--- src/rtl/load_weight_control.sv ---
// Fetches one weight submatrix from the banked weight buffer, one row per cycle,
// and presents it to the systolic array weight-load port aligned to the read latency.
//
// state | meaning
// IDLE  | waiting for start; done high, no reads
// READ  | one row read per cycle across the active banks
// DRAIN | reads finished; waiting RD_LATENCY cycles for the last row to emerge
module load_weight_control #(
  parameter int SYS_ARR_ROWS = 16,
  parameter int SYS_ARR_COLS = 16,
  parameter int ADDR_WIDTH   = 8,
  parameter int RD_LATENCY   = 1
) (
  input  logic                               clk,
  input  logic                               reset_n,
  input  logic                               start,
  output logic                               done,
  input  logic [ADDR_WIDTH-1:0]              rd_base_addr,
  input  logic [$clog2(SYS_ARR_ROWS):0]      num_rows,
  input  logic [$clog2(SYS_ARR_COLS):0]      num_cols,
  output logic [SYS_ARR_COLS-1:0]            rd_en,
  output logic [SYS_ARR_COLS*ADDR_WIDTH-1:0] rd_addr,
  output logic                               weight_valid,
  output logic [$clog2(SYS_ARR_ROWS)-1:0]    weight_row,
  output logic [SYS_ARR_COLS-1:0]            weight_col_mask
);

  localparam int ROW_W = $clog2(SYS_ARR_ROWS);
  localparam int NR_W  = ROW_W + 1;
  localparam int NC_W  = $clog2(SYS_ARR_COLS) + 1;

  typedef enum logic [1:0] {IDLE, READ, DRAIN} state_t;

  state_t                state_q, state_d;
  logic [ROW_W-1:0]      count_q, count_d;
  logic [1:0]            drain_q, drain_d;
  logic [ADDR_WIDTH-1:0] base_q, base_d;
  logic [NR_W-1:0]       rows_q, rows_d;
  logic [NC_W-1:0]       cols_q, cols_d;

  logic                    vld_pipe_q  [RD_LATENCY];
  logic                    vld_pipe_d  [RD_LATENCY];
  logic [ROW_W-1:0]        row_pipe_q  [RD_LATENCY];
  logic [ROW_W-1:0]        row_pipe_d  [RD_LATENCY];
  logic [SYS_ARR_COLS-1:0] mask_pipe_q [RD_LATENCY];
  logic [SYS_ARR_COLS-1:0] mask_pipe_d [RD_LATENCY];

  logic                    reading;
  logic                    last_row;
  logic [SYS_ARR_COLS-1:0] col_mask;
  logic [ADDR_WIDTH-1:0]   bank_addr;

  assign reading   = (state_q == READ);
  assign last_row  = ({1'b0, count_q} == (rows_q - NR_W'(1)));
  assign col_mask  = {SYS_ARR_COLS{1'b1}} >> (SYS_ARR_COLS - int'(cols_q));
  assign bank_addr = base_q + ADDR_WIDTH'(count_q);

  always_comb begin
    state_d = state_q;
    count_d = count_q;
    drain_d = drain_q;
    base_d  = base_q;
    rows_d  = rows_q;
    cols_d  = cols_q;
    case (state_q)
      IDLE: begin
        if (start) begin
          base_d  = rd_base_addr;
          rows_d  = num_rows;
          cols_d  = num_cols;
          count_d = '0;
          if ((num_rows != '0) && (num_cols != '0)) state_d = READ;
        end
      end
      READ: begin
        count_d = count_q + ROW_W'(1);
        if (last_row) begin
          state_d = DRAIN;
          drain_d = 2'(RD_LATENCY - 1);
        end
      end
      DRAIN: begin
        if (drain_q == 2'd0) state_d = IDLE;
        else                 drain_d = drain_q - 2'd1;
      end
      default: state_d = IDLE;
    endcase
  end

  // Row tag and mask are forced to zero off-READ so the array sees clean zeros
  // whenever weight_valid is low.
  always_comb begin
    vld_pipe_d[0]  = reading;
    row_pipe_d[0]  = reading ? count_q : '0;
    mask_pipe_d[0] = reading ? col_mask : '0;
    for (int i = 1; i < RD_LATENCY; i++) begin
      vld_pipe_d[i]  = vld_pipe_q[i-1];
      row_pipe_d[i]  = row_pipe_q[i-1];
      mask_pipe_d[i] = mask_pipe_q[i-1];
    end
  end

  always_ff @(posedge clk or negedge reset_n) begin
    if (!reset_n) begin
      state_q <= IDLE;
      count_q <= '0;
      drain_q <= '0;
      base_q  <= '0;
      rows_q  <= '0;
      cols_q  <= '0;
      for (int i = 0; i < RD_LATENCY; i++) begin
        vld_pipe_q[i]  <= 1'b0;
        row_pipe_q[i]  <= '0;
        mask_pipe_q[i] <= '0;
      end
    end else begin
      state_q <= state_d;
      count_q <= count_d;
      drain_q <= drain_d;
      base_q  <= base_d;
      rows_q  <= rows_d;
      cols_q  <= cols_d;
      for (int i = 0; i < RD_LATENCY; i++) begin
        vld_pipe_q[i]  <= vld_pipe_d[i];
        row_pipe_q[i]  <= row_pipe_d[i];
        mask_pipe_q[i] <= mask_pipe_d[i];
      end
    end
  end

  assign done            = (state_q == IDLE);
  assign rd_en           = reading ? col_mask : '0;
  assign rd_addr         = reading ? {SYS_ARR_COLS{bank_addr}} : '0;
  assign weight_valid    = vld_pipe_q[RD_LATENCY-1];
  assign weight_row      = row_pipe_q[RD_LATENCY-1];
  assign weight_col_mask = mask_pipe_q[RD_LATENCY-1];

endmodule
--- config.mk ---
export PLATFORM = sky130hd
export DESIGN_NAME = load_weight_control
export DESIGN_NICKNAME = d
export VERILOG_FILES = /design/src/rtl/load_weight_control.sv
export SDC_FILE = /design/constraint.sdc
export NUM_CORES = 1
export LEC_CHECK = 0
export ABC_AREA = 1
export CAP_MARGIN = 10
export CORE_MARGIN = 8
export CORE_UTILIZATION = 35
export CTS_CLUSTER_SIZE = 40
export DETAILED_ROUTE_END_ITERATION = 7
export GPL_ROUTABILITY_DRIVEN = 0
export PLACE_DENSITY_LB_ADDON = 0.08
export SLEW_MARGIN = 40
export SYNTH_ARGS = -nofsm -noshare
export SYNTH_HDL_FRONTEND = slang
export SYNTH_SLANG_ARGS = --single-unit
--- constraint.sdc ---
create_clock -name clk -period 2.4 [get_ports clk]
set_clock_uncertainty 0.1 [all_clocks]
set_input_delay 0.48 -clock clk [delete_from_list [all_inputs] [get_ports clk]]
set_output_delay 0.48 -clock clk [all_outputs]
set_load 0.02 [all_outputs]
==> results.tsv <==
stage	metric	value	unit
synth	synth_top_area_cell	dfrtp_1	
clocking	insertion_delay	0.30	ns
timing	setup-violations-final	116	
status	failed_checks	setup timing	
run	maxCapViolations	0	
timing	fin_crit_sh	111	%
timing	layout_setup_ws	-0.262	ns
synth	synth.top_cell.area_share	36.7	%
worst_setup_path	crit_required	1.82	ns
synth	synth_commonest_cells	120 x buf_4, 76 x nand2_1, 47 x dfrtp_1, 37 x inv_1, 23 x nor2_1	
synth	yosysSeqAreaShare	36.7	%
finish	nets	571	
floorplanning	initial_utilization	35.4	%
clocking	clock-sinks	47	
grt	grt_overflow_total	0	
worst_hold_path	hold_class	in -> async	
detailed_routing	detail-route-antenna-nets	0	
detailed_routing	drc	0	
synth	yosys.cell_count.top_type	buf_4	
timing	relSlewSlack	59.7	%
clocking	clkSlewWorstSetupHoldPaths	0.08	ns
finish	drive_gt1_share	51.7	%
timing	rsz0062_at_grt	yes	
synth	synth_edf_count	0	
synth	synth_area_leaders	dfrtp_1 37%, buf_4 28%, nand2_1 8.9%	
placement	port_buffers	186	
worst_setup_path	critical_path_class	reg -> out	
clocking	cts_buffers	5	
clocking	clock_path_buffers	2	
worst_setup_path	crit_arrival	2.08	ns
worst_setup_path	crit_path_end_kind	output pin	
status	status	finished, violations left	
clocking	cts_hold_buf	0	
synth	synth_ff_type	dfrtp_1	
finish	multi_input_area	1290	um^2
worst_setup_path	r2r-end	drain_q[0]	
worst_setup_path	crit_slowest_cell	dfrtp_1	
detailed_routing	via_per_inst	4.29	
synth	synthCells	397	
grt	grt_pass1_vias	2831	
floorplanning	die_x	112	um
synth	syn_area	3210	um^2
clocking	tritoncts	yes	
floorplanning	rows	35	
placement	dpl_worst_slack	-0.439	ns
finish	fillers	762	
detailed_routing	dr.pass1.iters	6	
timing	fmax	376	MHz
synth	syn_nets	427	
synth	syn_area_per_cell	8.07	um^2
finish	syn_to_final_growth	81.0	%
worst_setup_path	slowest_delay	0.39	ns
detailed_routing	wl_per_cell	14.8	um
worst_setup_path	rrSetupSlack	0.68	ns
detailed_routing	drt-total-wl	9.63	mm
timing	slew_violations	0	
synth	ys_ff_latch	47	
timing	tightest_slew	0.605	ns
synth	ys_types	31	
worst_setup_path	crit_buf_inv	2	
grt	grt_max_degree	48	
floorplanning	fp.dieArea	12500	um^2
detailed_routing	dr_total_vias	2804	
finish	finish.instance_area	5800	um^2
floorplanning	die_y	112	um
grt	grt_pass1_wl	14.7	mm
floorplanning	pin_count	187	
worst_setup_path	critical_path.top_delay_family	adder cells	
clocking	cts.htree.levels	2	
synth	ys_async_sr_fraction	100	%
worst_setup_path	path_cells	ha_2 > fa_2 > nand3_2 > nand3_4 > nand2_2 > nor2_4 > buf_4 > o21a_4 > buf_6	
worst_setup_path	cp-start-kind	register	
timing	hold_viol	0	
worst_setup_path	r2r_cells	11	
timing	final.min_clock_period	2.66	ns
grt	grt_usage	14.3	%
placement	dp_hpwl	6.72	mm
detailed_routing	drt_iter0_drc	82	
finish	register_area	1180	um^2
synth	yosys_warnings	0	
placement	placed_cell_area	4710	um^2
worst_setup_path	worst-path-max-fanout	8	
grt	antenna_found_initial	0	
finish	final_util	64.0	%
finish	n_antenna_cell	0	
clocking	root_buffer	clkbuf_8	
worst_setup_path	rr_startpoint	rows_q[0]	
floorplanning	coreArea	9060	um^2
-- layer usage --
metal / part of all wire [%] / global-route usage [%]
met1: 39 / 16.7
met2: 52 / 23.9
met3: 8.1 / 5.36
met4: 0.75 / 4.19
met5: 0 / 0
-- what timing repair did --
action	4_1_cts	5_1_grt
gates resized for setup	556	330
gates cloned	1	4
setup buffers	4	26
pin swaps	7	26
endpoints found under the setup margin	144	144
-- layout make-up --
type	count	area share, %
Multi-Input combinational cell	182	22.2
Clock buffer	8	1.73
Inverter	43	2.95
Sequential cell	47	20.3
Tap cell	111	2.39
Timing Repair Buffer	262	50.4
-- cells in the final DEF (no fill, tap or decap), types with 4 or more instances in the layout --
| master | n |
|---|---|
| a21oi_2 | 4 |
| a21oi_4 | 6 |
| buf_12 | 7 |
| buf_4 | 81 |
| buf_6 | 54 |
| buf_8 | 56 |
| clkbuf_16 | 4 |
| clkbuf_8 | 7 |
| clkdlybuf4s50_1 | 41 |
| dfrtp_1 | 45 |
| dlymetal6s2s_1 | 16 |
| ha_4 | 4 |
| inv_1 | 33 |
| inv_2 | 6 |
| nand2_1 | 69 |
| nand2_2 | 5 |
| nand3_1 | 13 |
| nand4_1 | 4 |
| nor2_1 | 14 |
| nor2_2 | 4 |
| nor2_4 | 8 |
| o21ai_0 | 11 |
| o21ai_1 | 5 |
| o21ai_2 | 4 |
-- state kept, by name (all words and copies together), names as in the netlist --
signal	cells
drain_q	2
weight_col_mask	16
rows_q	5
count_q	4
cols_q	5
weight_valid	1
state_q	2
base_q	8
weight_row	4
-- cell families (layout without fill, tap and decap cells) --
logic type | count (synthesis) | after routing | share of synthesized area, %
AOI/OAI and AO/OA | 40 | 41 | 6.83
and+or+nand+nor | 131 | 131 | 17.9
buffers and inverters | 169 | 313 | 34.3
DFF | 47 | 47 | 36.7
adders and majority gates | 9 | 9 | 3.75
xor gates and xnor gates | 1 | 1 | 0.508
-- worst max-delay path by stage --
| stage | startpoint | to | slack (ns) | cells after the start |
|---|---|---|---|---|
| floorplan | count_q[0] | rd_addr[105] | -0.07 | 5 |
| global placement | count_q[0] | rd_addr[6] | -0.36 | 9 |
| detailed placement | count_q[0] | rd_addr[106] | -0.44 | 4 |
| CTS | base_q[0] | rd_addr[38] | -0.31 | 9 |
| global route | count_q[0] | rd_addr[94] | -0.37 | 9 |
| finish | count_q[0] | rd_addr[46] | -0.26 | 9 |
-- metrics by stage --
stage                     TNS, ns  hold WS (ns)  cells
after floorplan             -2.36        0.0844    397
after global placement     -34.79         0.373    612
after detailed placement   -40.29         0.377    612
after CTS                  -24.88         0.197    625
after global routing       -30.77         0.230    653
final                      -19.31         0.172    653
Power is not shown: default switching activity piles up to over one toggle a cycle in this logic, so the estimate is an artifact.
